File: src/rtl/ram_pkg.sv
// Shared constants for the FIFO controller and its external dual-port RAM.
package ram_pkg;

  localparam int unsigned DATA_WIDTH_DEF = 8;
  localparam int unsigned DEPTH_DEF      = 256;
  localparam int unsigned RAM_RD_LATENCY = 1;

  function automatic int unsigned addr_w(input int unsigned depth);
    return $clog2(depth);
  endfunction

  localparam int unsigned ADDR_W_DEF = addr_w(DEPTH_DEF);

endpackage

File: src/rtl/fifo_ptr.sv
// Enable-gated wrapping pointer of W bits; the MSB is the lap bit, only the
// lower W-1 bits are presented as the RAM address.
module fifo_ptr #(
  parameter int unsigned W = 9
) (
  input  logic         clk,
  input  logic         rst_n,
  input  logic         en_i,
  output logic [W-2:0] addr_o
);

  logic [W-1:0] ptr_q, ptr_d;

  always_comb begin
    ptr_d = ptr_q;
    if (en_i) ptr_d = ptr_q + 1'b1;
  end

  always_ff @(posedge clk or negedge rst_n) begin
    if (!rst_n) ptr_q <= '0;
    else        ptr_q <= ptr_d;
  end

  assign addr_o = ptr_q[W-2:0];

endmodule

File: src/rtl/fifo_ctrl.sv
// Synchronous FIFO controller driving an external dual-port RAM with
// registered read data; holds only pointers, occupancy and status flags.
module fifo_ctrl
  import ram_pkg::*;
#(
  parameter  int unsigned DATA_WIDTH = DATA_WIDTH_DEF,
  parameter  int unsigned DEPTH      = DEPTH_DEF,
  parameter  int unsigned AF_LEVEL   = DEPTH - 4,
  localparam int unsigned ADDR_W     = addr_w(DEPTH)
) (
  input  logic                  clk,
  input  logic                  rst_n,
  input  logic                  wr_en,
  input  logic [DATA_WIDTH-1:0] wr_data,
  input  logic                  rd_en,
  output logic [DATA_WIDTH-1:0] rd_data,
  output logic                  rd_valid,
  output logic                  full,
  output logic                  empty,
  output logic                  almost_full,
  output logic [ADDR_W:0]       count,
  output logic                  overflow,
  output logic                  underflow,
  output logic                  ram_we,
  output logic [ADDR_W-1:0]     ram_waddr,
  output logic [DATA_WIDTH-1:0] ram_wdata,
  output logic                  ram_re,
  output logic [ADDR_W-1:0]     ram_raddr,
  input  logic [DATA_WIDTH-1:0] ram_rdata
);

  localparam logic [ADDR_W:0] DEPTH_C = (ADDR_W+1)'(DEPTH);
  localparam logic [ADDR_W:0] AF_C    = (ADDR_W+1)'(AF_LEVEL);

  logic              wr_acc, rd_acc;
  logic [ADDR_W-1:0] waddr, raddr;
  logic [ADDR_W:0]   count_q, count_d;
  logic              full_q, full_d, empty_q, empty_d, af_q, af_d;
  logic              rd_valid_q, overflow_q, underflow_q;

  // rst_n gating keeps the RAM strobes low in reset, where full=0 alone would not.
  assign wr_acc = wr_en & ~full_q  & rst_n;
  assign rd_acc = rd_en & ~empty_q & rst_n;

  fifo_ptr #(.W(ADDR_W + 1)) u_wptr (
    .clk    (clk),
    .rst_n  (rst_n),
    .en_i   (wr_acc),
    .addr_o (waddr)
  );

  fifo_ptr #(.W(ADDR_W + 1)) u_rptr (
    .clk    (clk),
    .rst_n  (rst_n),
    .en_i   (rd_acc),
    .addr_o (raddr)
  );

  always_comb begin
    count_d = count_q;
    case ({wr_acc, rd_acc})
      2'b10:   count_d = count_q + 1'b1;
      2'b01:   count_d = count_q - 1'b1;
      default: count_d = count_q;
    endcase
    full_d  = (count_d == DEPTH_C);
    empty_d = (count_d == '0);
    af_d    = (count_d >= AF_C);
  end

  always_ff @(posedge clk or negedge rst_n) begin
    if (!rst_n) begin
      count_q     <= '0;
      full_q      <= 1'b0;
      empty_q     <= 1'b1;
      af_q        <= 1'b0;
      rd_valid_q  <= 1'b0;
      overflow_q  <= 1'b0;
      underflow_q <= 1'b0;
    end else begin
      count_q     <= count_d;
      full_q      <= full_d;
      empty_q     <= empty_d;
      af_q        <= af_d;
      rd_valid_q  <= rd_acc;
      overflow_q  <= wr_en & full_q;
      underflow_q <= rd_en & empty_q;
    end
  end

  assign ram_we      = wr_acc;
  assign ram_waddr   = waddr;
  assign ram_wdata   = wr_data;
  assign ram_re      = rd_acc;
  assign ram_raddr   = raddr;
  assign rd_data     = ram_rdata;
  assign rd_valid    = rd_valid_q;
  assign full        = full_q;
  assign empty       = empty_q;
  assign almost_full = af_q;
  assign count       = count_q;
  assign overflow    = overflow_q;
  assign underflow   = underflow_q;

endmodule

File: config.mk
export PLATFORM = sky130hd
export DESIGN_NAME = fifo_ctrl
export DESIGN_NICKNAME = d
export VERILOG_FILES = /design/src/rtl/ram_pkg.sv /design/src/rtl/fifo_ptr.sv /design/src/rtl/fifo_ctrl.sv
export SDC_FILE = /design/constraint.sdc
export NUM_CORES = 1
export LEC_CHECK = 0
export ABC_AREA = 1
export ABC_CLOCK_PERIOD_IN_PS = 2900
export CORE_AREA = 3 3 71 73
export CTS_BUF_LIST = sky130_fd_sc_hd__clkbuf_8
export DETAILED_ROUTE_END_ITERATION = 10
export DIE_AREA = 0 0 74 76
export PLACE_DENSITY_LB_ADDON = 0.3
export SETUP_SLACK_MARGIN = 0.4
export SLEW_MARGIN = 15
export SYNTH_ARGS = -nofsm -noshare
export SYNTH_HDL_FRONTEND = slang
export SYNTH_HIERARCHICAL = 1
export SYNTH_SLANG_ARGS = --single-unit
File: constraint.sdc
create_clock -name clk -period 2.9 [get_ports clk]
set_clock_uncertainty 0.05 [all_clocks]
set_input_delay 0.725 -clock clk [delete_from_list [all_inputs] [get_ports clk]]
set_output_delay 0.725 -clock clk [all_outputs]
set_load 0.02 [all_outputs]
Word level (Yosys, flattened, before mapping)
Cells that the tools add are included.
{"block": "totals", "reg_bits": 33, "inputBits": 20, "output_inout_bits": 49, "word_cells": 27}
{"block": "classes", "order_cmp": 1, "reduce_logical": 1, "n_bitwise": 8, "n_addsub": 4, "mux": 1, "eq_ne": 3}
{"op": "9-bit by 1-bit adder with 9-bit output, second input constant", "count": 3}
{"op": "9-bit one-hot mux with 2 select lines", "count": 1}
{"op": "9-bit equality test, second input constant", "count": 1}
{"op": "9-bit by 8-bit >= comparator with 1-bit output, second input constant", "count": 1}
{"op": "9-bit zero test", "count": 1}
{"op": "9-bit by 1-bit subtractor with 9-bit output, second input constant", "count": 1}
{"op": "1-bit AND", "count": 6}
{"op": "2-bit by 1-bit equality test with 1-bit output, second input constant", "count": 1}
{"op": "2-bit equality test, second input constant", "count": 1}
{"op": "1-bit inverter", "count": 2}

Logic depth before layout (Yosys ltp)
{"block": "depth", "ltp_word": 6, "mapped_depth": 21, "ltp_nobuf": 19}

By module
Netlist, hierarchy kept.
{"module": "fifo_ctrl", "area_each_um2": 1405.1, "cells_each": 217, "n_inst": 1, "seq_area_each_um2": 376.6}
{"module": "fifo_ptr", "area_each_um2": 369.1, "cells_each": 39, "n_inst": 2, "seq_area_each_um2": 200.2}

Least setup slack after synthesis
OpenSTA, ideal clock, no wires.
{"block": "synth_timing", "kind": "in2reg", "from": "input rst_n", "to": "register empty_q (netlist: empty)", "required_time_ns": 2.783, "slack_ns": -0.411, "arrival_time_ns": 3.194, "setup_time_ns": 0.067, "path_stages": 17, "cell_sequence": "nand2_1 > nor2_1 > inv_1 > ha_1 > buf_6 > buf_12 > nor2_1 > nor2_2 > ha_1 > o21ai_0 > inv_1 > or2_2 > nor2_1 > nand3_1 > nor2_1 > nand2_1 > nor2_1"}
{"block": "synth_via", "elab_chain_cells": 4, "word_cells_on_any_way": 6, "classes_between": "2 x eq/ne; 1 x mux; 2 x bitwise; 1 x reduce/logical"}
{"item": "start: declaration", "line": "fifo_ctrl.sv:12", "rtl": "input logic rst_n,"}
{"item": "1-bit AND *", "line": "fifo_ctrl.sv:42", "rtl": "assign wr_acc = wr_en & ~full_q & rst_n;"}
{"item": "net ram_we", "line": "fifo_ctrl.sv:24", "rtl": "output logic ram_we,"}
{"item": "2-bit by 1-bit equality test with 1-bit output or 2-bit equality test (tied branches)", "line": "fifo_ctrl.sv:61", "rtl": "case ({wr_acc, rd_acc})"}
{"item": "9-bit one-hot mux with 2 select lines *", "line": "fifo_ctrl.sv:61"}
{"item": "net count_d[1]", "line": "fifo_ctrl.sv:37", "rtl": "logic [ADDR_W:0] count_q, count_d;"}
{"item": "9-bit zero test *", "line": "fifo_ctrl.sv:67", "rtl": "empty_d = (count_d == '0);"}
{"item": "net empty_d", "line": "fifo_ctrl.sv:38", "rtl": "logic full_q, full_d, empty_q, empty_d, af_q, af_d;"}
{"item": "end signal: assignment", "line": "fifo_ctrl.sv:83", "rtl": "empty_q <= empty_d;"}
{"item": "end: declaration", "line": "fifo_ctrl.sv:38"}
Mark *: on every way through the listed nets, which the timed path passes. The rest lies on a longest branch.
A chain may end at the register's enable or synchronous reset.

Final worst setup path
{"block": "layout_timing", "from": "input rst_n", "to": "register full_q (netlist: full)"}
{"block": "layout_via", "elab_chain_cells": 4, "word_cells_on_any_way": 6, "classes_between": "3 x eq/ne; 1 x mux; 2 x bitwise"}
{"item": "1-bit AND (on tied branches)", "line": "fifo_ctrl.sv:43, fifo_ctrl.sv:42"}
{"item": "2-bit by 1-bit equality test with 1-bit output or 2-bit equality test (tied branches)", "line": "fifo_ctrl.sv:61"}
{"item": "9-bit one-hot mux with 2 select lines *", "line": "fifo_ctrl.sv:61"}
{"item": "net count_d[1]", "line": "fifo_ctrl.sv:37"}
{"item": "9-bit equality test *", "line": "fifo_ctrl.sv:66", "rtl": "full_d = (count_d == DEPTH_C);"}
{"item": "net full_d", "line": "fifo_ctrl.sv:38"}
{"item": "end signal: assignment", "line": "fifo_ctrl.sv:82", "rtl": "full_q <= full_d;"}
{"item": "end: declaration", "line": "fifo_ctrl.sv:38"}
Marks and branches as above.

==> flow_metrics.py <==
metrics = {
    "power": {
        "clockPowerShare_pct": 12.0,
        "p_sw_uw": 1150,
        "p_seq_share_pct": 31.1,
        "power.density_mw_per_mm2": 926,
        "p_int_uw": 1430,
        "combPwrFrac_pct": 56.9,
        "p_sw_share_pct": 44.6,
        "p_leak_uw": 0.00144,
        "irDropWorstVdd_v": 0.000621,
    },
    "global_routing": {
        "grt_pass1_wl_um": 8270,
        "grt-ovfl-total": 0,
        "grt_start_max_net_pins": 20,
        "antenna_found_initial": 0,
        "grt_pass1_vias": 1810,
        "grt_usage_pct": 18.2,
    },
    "final_layout": {
        "drive_above_1_share_pct": 22.9,
        "nets": 369,
        "layout_common_cells": "94 x nand2_1, 35 x inv_1, 33 x nand3_1",
        "final_common_cell": "nand2_1",
        "finalInstanceArea_mm2": 0.00278,
        "num_antenna_cells": 0,
        "fin_util_pct": 63.0,
        "syn_to_final_growth_pct": 29.8,
    },
    "worst_setup_path": {
        "worst_ep_required_time_ns": 3.05,
        "slowest_delay_ns": 0.23,
        "path_max_fanout": 4,
        "crit_top_cell": "nor2_1",
        "path_buf_inv": 4,
        "critPathArrivalTime_ns": 2.51,
        "worst_setup_path_start_kind": "primary input",
        "path_class": "primary input to flop",
        "cp_top_family": "simple AND/OR/NAND/NOR gates",
        "endpoint_kind": "flop",
        "crit_slowest_cell": "ha_1",
        "crit_chain": "buf_6 > nand2_8 > nor2_4 > inv_2 > ha_4 > nand2_4 > inv_2 > nor2_4 > ha_1 > o21ai_1 > inv_1 > or2_4 > nor2_1 > nand3_1 > nor2_1 > nand2_1 > nor2_1",
    },
    "placement": {
        "hpwlAfterDp_um": 3740,
        "place_congestion": 0.885,
        "dpl_cell_area_mm2": 0.00268,
        "place_ws_ns": -0.253,
        "port_buffers": 36,
    },
    "drt": {
        "dr.pass1.iters": 4,
        "antenna_left": 0,
        "dr_total_vias": 1923,
        "viasPerCell": 4.84,
        "routedWlPerCell_um": 12.0,
        "drcViolationCount": 0,
        "wl_um": 4780,
        "first_iter_violations": 96,
    },
    "sta": {
        "min_period_over_period_pct": 81.4,
        "rsz0062_at_grt": "false",
        "worst_pin_slew_ns": 0.328,
        "timing.final.ws_setup_ns": 0.540,
        "clock.fmax_mhz": 424,
        "fin_crit_ns": 2.36,
        "slew_headroom_pct": 78.2,
        "setup_violations": 0,
        "maxSlewViolCount": 0,
        "hold_violations": 0,
    },
    "die": {
        "initial_core_util_pct": 48.6,
        "num_io_pins": 69,
        "die_y_um": 76,
        "die-area_mm2": 0.00562,
        "num_rows": 24,
        "coreArea_mm2": 0.00441,
        "die_w_um": 74,
    },
    "cts": {
        "path_clk_slew_ns": 0.06,
        "numCtsBuffers": 5,
        "cts_buffer_depth": 2,
        "htree_levels": 2,
        "clock-sinks": 31,
        "cts_tree": "yes",
        "root_buffer": "clkbuf_8",
        "clk_latency_ns": 0.27,
    },
    "yosys": {
        "postSynthCellCount": 295,
        "synth_top_family_by_area": "simple AND/OR/NAND/NOR gates",
        "yosys-mux-area-fraction_pct": 1.05,
        "synth_warnings": 6,
        "synthAdderAreaFrac_pct": 2.92,
        "synth_xor_area_share_pct": 5.66,
        "yosysSeqAreaShare_pct": 36.3,
        "synth_cell_type_count": 30,
        "synth-compound-area-share_pct": 2.80,
        "synthesis.area_mm2": 0.00214,
        "avgSynthCellArea_um2": 7.27,
        "synth_nets": 320,
        "synth_seq_cells": 31,
        "yosys.area_share.simple_pct": 36.9,
    },
    "run_status": {
        "outcome": "finished, final reports clean",
    },
    "flow_run": {
        "max-cap-violations": 0,
    },
    "min_path": {
        "hold_class": "primary input to async pin",
    },
}
==> worst reg2reg max path, stage by stage, from the launching register on <==
cell     delay, ns
dfstp_2       0.57
nor2_4        0.06
ha_4          0.18
nand2_4       0.07
inv_2         0.05
nor2_4        0.11
ha_1          0.23
o21ai_1       0.12
inv_1         0.06
or2_4         0.22
nor2_1        0.08
nand3_1       0.08
nor2_1        0.09
nand2_1       0.08
nor2_1        0.10
==> cell type report <==
class	instances	area (µm²)
flip-flops and latches	31	777
well taps	52	65.1
multi-input cells	206	1150
clock inverters	3	12.5
clock buffers	5	68.8
fillers	394	1630
repair buffers	63	567
inverters	37	144
==> stage by stage <==
step	power, µW	hold WS [ns]	std cells	setup TNS, ns
4_1_cts	2580	0.463	397	0
2_1_floorplan	1670	0.379	295	0
6_report	2570	0.368	397	0
5_1_grt	2800	0.370	397	0
3_3_place_gp	2240	0.450	388	-0.908
3_5_place_dp	2260	0.460	388	-1.18
==> cells in the mapped netlist, drive strengths merged <==
master / number / area [µm²]
o21bai: 1 / 18.8
a21boi: 1 / 7.51
or2: 1 / 6.26
nand2: 109 / 432
nor3: 1 / 5.00
dfrtp: 30 / 751
xor2: 4 / 35.0
buf: 20 / 161
mux2: 2 / 22.5
xnor2: 9 / 86.3
nor2: 26 / 128
dfstp: 1 / 26.3
nand3: 37 / 195
ha: 5 / 62.6
clkbuf: 1 / 3.75
o21ai: 6 / 33.8
nand4: 4 / 25.0
inv: 37 / 144
==> state kept, by name (all words and copies together), names as in the netlist <==
| register | count |
|---|---|
| overflow | 1 |
| u_rptr/ptr_q | 8 |
| count | 9 |
| almost_full | 1 |
| rd_valid | 1 |
| underflow | 1 |
| empty | 1 |
| full | 1 |
| u_wptr/ptr_q | 8 |
==> path summary, 6_finish.rpt <==
path | start | end | slack (ns) | cells past startpoint
setup / recovery | rst_n | full$_DFF_PN0_ | 0.54 | 17
hold / removal | rst_n | u_rptr/ptr_q[6]$_DFFE_PN0P_ | 0.37 | 2
setup reg to reg | empty$_DFF_PN1_ | full$_DFF_PN0_ | 0.70 | 14
hold reg to reg | empty$_DFF_PN1_ | underflow$_DFF_PN0_ | 0.45 | 2
max in group asynchronous | rst_n | empty$_DFF_PN1_ | 2.13 | 2
min in group clk | empty$_DFF_PN1_ | underflow$_DFF_PN0_ | 0.45 | 2
==> power by group through the flow <==
stage               Combinational [µW]  Sequential, µW  Clock (µW)
floorplan                          727             944           0
global placement                  1430             806           0
detailed placement                1450             807           0
CTS                               1460             802         318
global route                      1620             837         346
finish                            1460             802         308
==> routing by layer <==
layer	track usage [%]	vias up	wire length [µm]
li1	-	1002	-
met2	29.7	35	2330
met3	5.15	8	208
met4	3.99	0	19
met1	23.7	878	2220
met5	0	-	0
==> timing repair <==
action                                  CTS  global route
resized for setup                         9            10
endpoints found under the setup margin   10             3
pin swaps                                 2             7
hold buffers                              0             0
setup buffers                             1             0
==> cell families (layout without fill, tap and decap cells) <==
group | after synthesis | after routing
compound gates | 8 | 8
xor+xnor | 13 | 13
fa+ha+maj | 5 | 5
buf+inv | 58 | 108
flops | 31 | 31
mux | 2 | 2
simple gates | 178 | 178
Power figures use the tool's default switching activity.
